**config.mk**
```make
export PLATFORM = sky130hd
export DESIGN_NAME = reg_writeback_unit_flat
export DESIGN_NICKNAME = d
export VERILOG_FILES = /design/src/rtl/reg_writeback_unit_if.sv /design/src/rtl/reg_writeback_unit.sv /design/src/flat_wrapper.sv
export SDC_FILE = /design/constraint.sdc
export NUM_CORES = 1
export LEC_CHECK = 0
export ABC_AREA = 0
export CAP_MARGIN = 20
export CORE_ASPECT_RATIO = 1.75
export CORE_MARGIN = 8
export CORE_UTILIZATION = 52
export CTS_BUF_LIST = sky130_fd_sc_hd__clkbuf_4 sky130_fd_sc_hd__clkbuf_8 sky130_fd_sc_hd__clkbuf_16
export DETAILED_ROUTE_END_ITERATION = 7
export GPL_ROUTABILITY_DRIVEN = 0
export PLACE_DENSITY = 0.85
export SLEW_MARGIN = 20
export SYNTH_ARGS = -nofsm -noshare
export SYNTH_HDL_FRONTEND = slang
export SYNTH_SLANG_ARGS = --single-unit
```
**constraint.sdc**
```tcl
create_clock -name clk -period 5.2 [get_ports clk]
set_input_delay 1.56 -clock clk [delete_from_list [all_inputs] [get_ports clk]]
set_output_delay 1.56 -clock clk [all_outputs]
set_load 0.03 [all_outputs]
```
**src/rtl/reg_writeback_unit_if.sv**
```systemverilog
// rtl/reg_writeback_unit_if.sv - writeback stage bus interface
//
// Purpose: bundles the ALU result, memory-path result handshake, issue
//   scoreboard and register-file write port signals of reg_writeback_unit.
// Optional: WB_BYPASS_EN adds the byp_addr/byp_hit/byp_data forwarding port.
// Modports:
//   slave  - the writeback unit (consumes results, drives write port)
//   master - the surrounding pipeline / testbench
// Signals:
//   alu_valid/alu_dst/alu_data        ALU result, no back-pressure
//   mem_valid/mem_ready/mem_dst/mem_data  memory-path result handshake
//   issue_valid/issue_dst             memory-path destination being issued
//   pending[7:0]                      outstanding memory-path writes
//   wr_en/wr0_addr/wr0_data           register-file write port
interface reg_writeback_unit_if;
  logic        alu_valid;
  logic [2:0]  alu_dst;
  logic [15:0] alu_data;
  logic        mem_valid;
  logic        mem_ready;
  logic [2:0]  mem_dst;
  logic [15:0] mem_data;
  logic        issue_valid;
  logic [2:0]  issue_dst;
  logic [7:0]  pending;
  logic        wr_en;
  logic [2:0]  wr0_addr;
  logic [15:0] wr0_data;
`ifdef WB_BYPASS_EN
  logic [2:0]  byp_addr;
  logic        byp_hit;
  logic [15:0] byp_data;
`endif

  modport slave (
    input  alu_valid, alu_dst, alu_data,
    input  mem_valid, mem_dst, mem_data,
    output mem_ready,
    input  issue_valid, issue_dst,
    output pending,
    output wr_en, wr0_addr, wr0_data
`ifdef WB_BYPASS_EN
    ,
    input  byp_addr,
    output byp_hit, byp_data
`endif
  );

  modport master (
    output alu_valid, alu_dst, alu_data,
    output mem_valid, mem_dst, mem_data,
    input  mem_ready,
    output issue_valid, issue_dst,
    input  pending,
    input  wr_en, wr0_addr, wr0_data
`ifdef WB_BYPASS_EN
    ,
    output byp_addr,
    input  byp_hit, byp_data
`endif
  );
endinterface

```
**src/rtl/reg_writeback_unit.sv**
```systemverilog
// rtl/reg_writeback_unit.sv - writeback arbiter feeding the 8x16 register file
//
// Purpose: merges single-cycle ALU results and buffered memory-path results
//   onto the register file's single registered write port. ALU has fixed
//   priority; memory results wait in a 2-entry FIFO. An 8-bit scoreboard
//   tracks registers with outstanding memory-path writes.
// Optional: WB_BYPASS_EN adds a combinational forwarding port.
// Ports:
//   clk  - clock, rising edge
//   rst  - synchronous reset, active-high
//   bus  - reg_writeback_unit_if.slave (results, handshake, scoreboard,
//          write port, optional bypass)
module reg_writeback_unit (
  input  logic                  clk,
  input  logic                  rst,
  reg_writeback_unit_if.slave   bus
);

  logic        wr_en_q;
  logic [2:0]  wr_addr_q;
  logic [15:0] wr_data_q;
  logic [7:0]  pending_q;
  logic [7:0]  pending_d;

  // FIFO entry layout: {dst[2:0], data[15:0]}
  logic [18:0] fifo_mem [2];
  logic        wr_ptr;
  logic        rd_ptr;
  logic [1:0]  count;

  logic        mem_ready_w;
  logic        push;
  logic        pop;
  logic [2:0]  head_dst;
  logic [15:0] head_data;

  // Readiness comes only from the registered count, so a pop in the same
  // cycle as a full FIFO never lets a new entry in.
  assign mem_ready_w = !rst && (count != 2'd2);
  assign push        = bus.mem_valid && mem_ready_w;
  assign pop         = !bus.alu_valid && (count != 2'd0);
  assign head_dst    = fifo_mem[rd_ptr][18:16];
  assign head_data   = fifo_mem[rd_ptr][15:0];

  // Clear first, then set, so an issue to the same register wins.
  always_comb begin
    pending_d = pending_q;
    if (pop) begin
      pending_d[head_dst] = 1'b0;
    end
    if (bus.issue_valid) begin
      pending_d[bus.issue_dst] = 1'b1;
    end
  end

  always_ff @(posedge clk) begin
    if (rst) begin
      wr_en_q   <= 1'b0;
      wr_addr_q <= 3'd0;
      wr_data_q <= 16'd0;
      pending_q <= 8'h00;
      wr_ptr    <= 1'b0;
      rd_ptr    <= 1'b0;
      count     <= 2'd0;
    end else begin
      wr_en_q   <= bus.alu_valid || pop;
      pending_q <= pending_d;

      if (bus.alu_valid) begin
        wr_addr_q <= bus.alu_dst;
        wr_data_q <= bus.alu_data;
      end else if (pop) begin
        wr_addr_q <= head_dst;
        wr_data_q <= head_data;
      end

      if (push) begin
        fifo_mem[wr_ptr] <= {bus.mem_dst, bus.mem_data};
        wr_ptr           <= ~wr_ptr;
      end
      if (pop) begin
        rd_ptr <= ~rd_ptr;
      end

      case ({push, pop})
        2'b10:   count <= count + 2'd1;
        2'b01:   count <= count - 2'd1;
        default: count <= count;
      endcase
    end
  end

  assign bus.mem_ready = mem_ready_w;
  assign bus.pending   = pending_q;
  assign bus.wr_en     = wr_en_q;
  assign bus.wr0_addr  = wr_addr_q;
  assign bus.wr0_data  = wr_data_q;

`ifdef WB_BYPASS_EN
  // Lets decode see the value being written this cycle, one cycle before
  // the register file holds it.
  assign bus.byp_hit  = wr_en_q && (wr_addr_q == bus.byp_addr);
  assign bus.byp_data = bus.byp_hit ? wr_data_q : 16'd0;
`endif

endmodule
```
**src/flat_wrapper.sv**
```systemverilog
// flat-port wrapper written by rule: the top's interface ports become plain ports
module reg_writeback_unit_flat 
  (clk, rst, bus_alu_valid, bus_alu_dst, bus_alu_data, bus_mem_valid, bus_mem_dst, bus_mem_data, bus_mem_ready, bus_issue_valid, bus_issue_dst, bus_pending, bus_wr_en, bus_wr0_addr, bus_wr0_data);
  reg_writeback_unit_if bus_i ();
  input  logic clk;
  input  logic rst;
  input wire logic [$bits(bus_i.alu_valid)-1:0] bus_alu_valid;
  input wire logic [$bits(bus_i.alu_dst)-1:0] bus_alu_dst;
  input wire logic [$bits(bus_i.alu_data)-1:0] bus_alu_data;
  input wire logic [$bits(bus_i.mem_valid)-1:0] bus_mem_valid;
  input wire logic [$bits(bus_i.mem_dst)-1:0] bus_mem_dst;
  input wire logic [$bits(bus_i.mem_data)-1:0] bus_mem_data;
  output wire logic [$bits(bus_i.mem_ready)-1:0] bus_mem_ready;
  input wire logic [$bits(bus_i.issue_valid)-1:0] bus_issue_valid;
  input wire logic [$bits(bus_i.issue_dst)-1:0] bus_issue_dst;
  output wire logic [$bits(bus_i.pending)-1:0] bus_pending;
  output wire logic [$bits(bus_i.wr_en)-1:0] bus_wr_en;
  output wire logic [$bits(bus_i.wr0_addr)-1:0] bus_wr0_addr;
  output wire logic [$bits(bus_i.wr0_data)-1:0] bus_wr0_data;
  assign bus_i.alu_valid = bus_alu_valid;
  assign bus_i.alu_dst = bus_alu_dst;
  assign bus_i.alu_data = bus_alu_data;
  assign bus_i.mem_valid = bus_mem_valid;
  assign bus_i.mem_dst = bus_mem_dst;
  assign bus_i.mem_data = bus_mem_data;
  assign bus_mem_ready = bus_i.mem_ready;
  assign bus_i.issue_valid = bus_issue_valid;
  assign bus_i.issue_dst = bus_issue_dst;
  assign bus_pending = bus_i.pending;
  assign bus_wr_en = bus_i.wr_en;
  assign bus_wr0_addr = bus_i.wr0_addr;
  assign bus_wr0_data = bus_i.wr0_data;
  reg_writeback_unit u_core (.clk(clk), .rst(rst), .bus(bus_i));
endmodule
```
# ---- Word-level counts from Yosys, hierarchy flattened
# Memory sizes are Yosys's and may differ from the RTL's. A register that Yosys moved wholly into a read port is not among the register bits.
# Cells that the tools add are included.
dict set report word_totals {
  in_bits 46
  word_cells 49
  out_inout_bits 29
  mem_count 1
  ram_bits 38
  ff_bits 32
}
dict set report op_classes {
  n_reduce_logical 11
  muxes 16
  n_bitwise 5
  addsub 2
  order_cmp 4
  n_eq_ne 3
}
# name words word_bits read_ports rd_clocked_by_memory_dff wr line_no
set mem_list {}
lappend mem_list {u_core.fifo_mem 2 19 1 1 1 reg_writeback_unit.sv:26} ;# logic [18:0] fifo_mem [2];
# cell count
set ops {}
lappend ops {{16-bit two-way mux} 2}
lappend ops {{8-bit two-way mux} 2}
lappend ops {{8-bit bitwise AND} 1}
lappend ops {{3-bit by 4-bit less-than comparator with 1-bit output (second input constant)} 2}
lappend ops {{8-bit inverter} 1}
lappend ops {{8-bit OR} 1}
lappend ops {{1-bit two-way mux} 7}
lappend ops {{1-bit demux with 3-bit select} 2}
lappend ops {{3-bit by 1-bit greater-or-equal comparator with 1-bit output (second input constant)} 2}
lappend ops {{3-bit two-way mux} 2}
lappend ops {{2-bit nonzero test} 3}
lappend ops {{1-bit logical AND} 5}
lappend ops {{2-bit case mux with 2 select lines} 1}
lappend ops {{2-bit by 1-bit adder with 2-bit output (second input constant)} 1}
lappend ops {{2-bit by 1-bit equality test with 1-bit output (second input constant)} 1}
lappend ops {{2-bit equality test (second input constant)} 1}
lappend ops {{1-bit logical NOT} 2}
lappend ops {{2-bit inequality test (second input constant)} 1}
lappend ops {{1-bit inverter} 2}
lappend ops {{2-bit by 1-bit subtractor with 2-bit output (second input constant)} 1}
lappend ops {{1-bit logical OR} 1}

# ---- Logic depth before layout (Yosys ltp)
dict set report depth {
  word_depth 9
  ltp_mapped 7
  depth_no_buf 6
}

# ---- Worst setup path before layout
# No wires, ideal clock.
dict set report synth_timing {
  path_kind {input to output}
  from {in rst}
  to {out bus_mem_ready}
  arrival_ns 2.148
  required_ns 3.640
  setup_slack_ns 1.492
  n_path_buf 1
  cell_stages 2
  path_cell_list {buf_2 > nor2_1}
}
dict set report synth_between {
  elab_chain_cells 2
}
# element line_no
set synth_rtl {}
lappend synth_rtl {{start, declared} flat_wrapper.sv:6} ;# input logic rst;
lappend synth_rtl {{1-bit logical NOT} reg_writeback_unit.sv:39} ;# assign mem_ready_w = !rst && (count != 2'd2);
lappend synth_rtl {{1-bit logical AND} reg_writeback_unit.sv:39}
lappend synth_rtl {{end, declared} flat_wrapper.sv:13} ;# output wire logic [$bits(bus_i.mem_ready)-1:0] bus_mem_ready;
# Every way passes these cells.

# ---- Worst setup path after layout
# Same ends and word-level chain as after synthesis.

==> impl_metrics.py <==
metrics = {
    "critical_path": {
        "regToRegSetupSlack_ns": 2.85,
        "cp_top_family": "buffers and inverters",
        "critPathLaunchType": "primary input",
        "path_buf_inv": 2,
        "cp_slowest_stage_delay_ns": 0.43,
        "required_ns": 3.64,
        "worstPathCellList": "clkdlybuf4s50_1 > nor2_1 > buf_4",
        "worst_ep_arrival_time_ns": 2.35,
        "critPathKind": "primary input to output pin",
        "cp.depth": 3,
        "cp-end-kind": "output pin",
        "path_max_fanout": 2,
        "crit_path_top_delay_cell": "clkdlybuf4s50_1",
        "r2r_cells": 5,
    },
    "sta": {
        "finalSetupViolations": 0,
        "worst_pin_slew_ns": 0.877,
        "timing.clock.skew_ns": 0.00936,
        "fin_crit_sh_pct": 75.2,
        "fin_tns_setup_ns": 0,
        "final_max_slew_viol_count": 0,
        "fmaxAchievable_ghz": 0.256,
        "rsz0062_at_grt": "false",
        "min_period_ns": 3.91,
        "slew_headroom_pct": 41.5,
        "hold_violations": 0,
    },
    "clock_network": {
        "numCtsBuffers": 9,
        "path_clk_slew_ns": 0.08,
        "clock-sinks": 71,
        "cts_htree_levels": 3,
        "cts_setup_buffers": 0,
        "clk_path_buf_depth": 2,
        "cts_tree": "yes",
        "clock_latency_ns": 0.33,
        "root_buffer": "clkbuf_8",
        "cts_hold_buffers": 0,
        "cts_resized": 0,
    },
    "hold_path": {
        "holdPathStages": 2,
        "min_path_type": "flop to flop",
    },
    "power_and_ir_drop": {
        "p_per_area_mw_per_mm2": 431,
        "p_leak_nw": 1.36,
        "p_total_w": 0.00169,
        "vdd_drop_max_mv": 0.380,
    },
    "global_route": {
        "grt_first_pass_wirelength_um": 10100,
        "track_usage_pct": 16.0,
        "grt.met1_usage_pct": 16.1,
        "grtUsageMet2_pct": 27.9,
        "grt_pass1_vias": 2141,
        "grt-ovfl-total": 0,
        "antenna_found_initial": 0,
        "use_met3_pct": 4.98,
        "grt_most_used_layer": "met2",
        "grt_max_degree": 41,
    },
    "place": {
        "io_buffer_count": 74,
        "hpwl_um": 4600,
    },
    "floorplan": {
        "placementRows": 36,
        "start_util_pct": 53.2,
        "die_w_um": 72.7,
        "die_h_um": 115,
        "io_pins": 75,
        "die_area_mm2": 0.00837,
        "core_area_mm2": 0.00550,
    },
    "logic_synthesis": {
        "synthArstFlopShare_pct": 0,
        "synthAdderAreaFrac_pct": 0.428,
        "syn_area_mm2": 0.00292,
        "synth_top_area_cell": "edfxtp_1",
        "synthCells": 250,
        "muxShareOfSynthArea_pct": 6.89,
        "synth_top_family_by_area": "compound AO/OA/AOI/OAI gates",
        "synth_edf_count": 38,
        "ys_types": 35,
        "netlist.area_leader.share_pct": 39.0,
        "synth-seq-cells": 71,
        "synth_area_leaders": "edfxtp_1 (39%), dfxtp_1 (23%), mux2i_1 (6.5%)",
        "synth_nets": 297,
        "yosys.area_share.xor_xnor_pct": 0.899,
        "yosys.area_share.simple_pct": 12.5,
        "yosys_warnings": 0,
        "syn_avg_cell_area_um2": 11.7,
        "seq_area_frac_synth_pct": 61.6,
        "synth_compound_area_share_pct": 14.2,
        "ys.flop_type": "edfxtp_1",
    },
    "run": {
        "cap_viol_max_count": 0,
    },
    "drt": {
        "drc": 0,
        "wl_per_cell_um": 16.2,
        "final_antenna_net_count": 0,
        "vias_per_cell": 5.45,
        "wl_um": 6530,
        "via_count": 2191,
        "dr.first_iter.drc_count": 104,
        "first_pass_iters": 4,
    },
    "final_layout": {
        "fin_nets": 368,
        "diodes": 0,
        "drive_gt1_share_pct": 6.44,
        "syn_to_final_growth_pct": 34.1,
    },
    "run_status": {
        "status": "finished clean",
    },
}
metal layers:
metal | up-vias | part of all wire, %
li1 | 1077 | -
met1 | 1030 | 35
met2 | 75 | 56
met3 | 9 | 6.6
met4 | 0 | 2.1
met5 | - | 0
final timing paths:
path                                                  startpoint                          endpoint
worst max-delay path                                         rst                     bus_mem_ready
worst min register to register  u_core.bus.pending[5]$_SDFF_PP0_  u_core.bus.pending[5]$_SDFF_PP0_
worst min-delay path            u_core.bus.pending[5]$_SDFF_PP0_  u_core.bus.pending[5]$_SDFF_PP0_
worst max register to register      u_core.count[1]$_SDFFE_PP0P_      u_core.count[1]$_SDFFE_PP0P_
state kept, by name, summed over array words and instances (netlist names), named ones only:
name and cells:
u_core.bus.pending 8, u_core.bus.wr0_addr 3, u_core.bus.wr0_data 16, u_core.bus.wr_en 1
u_core.count 2, u_core.fifo_mem 38, u_core.rd_ptr 1, u_core.wr_ptr 1
synthesized netlist by cell type (2+ instances only):
| cell | count |
|---|---|
| a211o_1 | 19 |
| a211oi_1 | 7 |
| a21oi_1 | 20 |
| buf_1 | 2 |
| buf_2 | 3 |
| buf_4 | 2 |
| clkbuf_1 | 10 |
| dfxtp_1 | 33 |
| edfxtp_1 | 38 |
| inv_1 | 3 |
| mux2i_1 | 19 |
| nand2_1 | 28 |
| nand2b_1 | 4 |
| nand3b_1 | 3 |
| nor2_1 | 7 |
| nor3_1 | 19 |
| o21ai_0 | 4 |
| o32ai_1 | 5 |
| or3_1 | 3 |
| or3b_1 | 3 |
| or4_1 | 3 |
| xor2_1 | 2 |
layout make-up:
class	count	area [um2]
Sequential cell	71	1800
Fill cell	412	1580
Multi-Input combinational cell	157	1020
Timing Repair Buffer	78	768
Clock inverter	6	82.6
Inverter	4	15.0
Clock buffer	10	138
Tap cell	76	95.1
per-stage QoR:
stage | std cells | worst slack, ns | util (%) | cell area (um2) | hold WS, ns
after floorplan | 250 | 1.49 | - | 2920 | 0.452
after global placement | 386 | 1.36 | 67.3 | 3700 | 0.460
after detailed placement | 386 | 1.31 | 67.3 | 3700 | 0.462
after CTS | 402 | 1.30 | 71.3 | 3920 | 0.473
after global routing | 402 | 1.26 | 71.3 | 3920 | 0.489
final | 402 | 1.29 | 71.3 | 3920 | 0.473
worst reg2reg max path, delay by kind of cell, from the launching register on:
kind	cells	cell delay (ns)
compound gates	2	0.88
fa+ha+maj	1	0.35
buf+inv	1	0.11
flops	1	0.59
simple gates	1	0.36
kinds of logic (layout without fill, tap and decap cells):
logic type	after synthesis	count (layout)
compound gates	59	59
simple gates	74	74
flops	71	71
mux	20	20
fa+ha+maj	1	1
buf+inv	22	98
xor+xnor	3	3
report_power, final:
group	switching (W)	total (W)	internal, W
registers	0.0000579	0.000716	0.000658
logic	0.000269	0.000499	0.000230
clock network	0.000193	0.000474	0.000281
total	0.000520	0.00169	0.00117
cells in the final DEF (no fill, tap or decap):
cell type / n
a21oi_1: 20
clkdlybuf4s50_1: 73
or3_1: 3
nand2b_1: 4
edfxtp_1: 38
clkinv_2: 2
or2_1: 1
nand3b_1: 3
and3_1: 1
nand3_1: 1
mux2_2: 1
nor2b_1: 1
inv_6: 1
dfxtp_1: 33
o31ai_1: 1
o21bai_1: 1
xnor2_1: 1
or3b_1: 3
bufinv_16: 2
clkbuf_8: 10
nor3_1: 19
ha_1: 1
xor2_1: 2
mux2i_1: 19
a31o_1: 1
nor2_1: 7
o32ai_1: 5
or4_1: 3
o21a_1: 1
o21ai_0: 4
inv_1: 3
a211oi_1: 7
buf_4: 5
a211o_1: 19
nand2_1: 28
clkinv_1: 2
No activity file was read; power rests on OpenSTA's default activity.
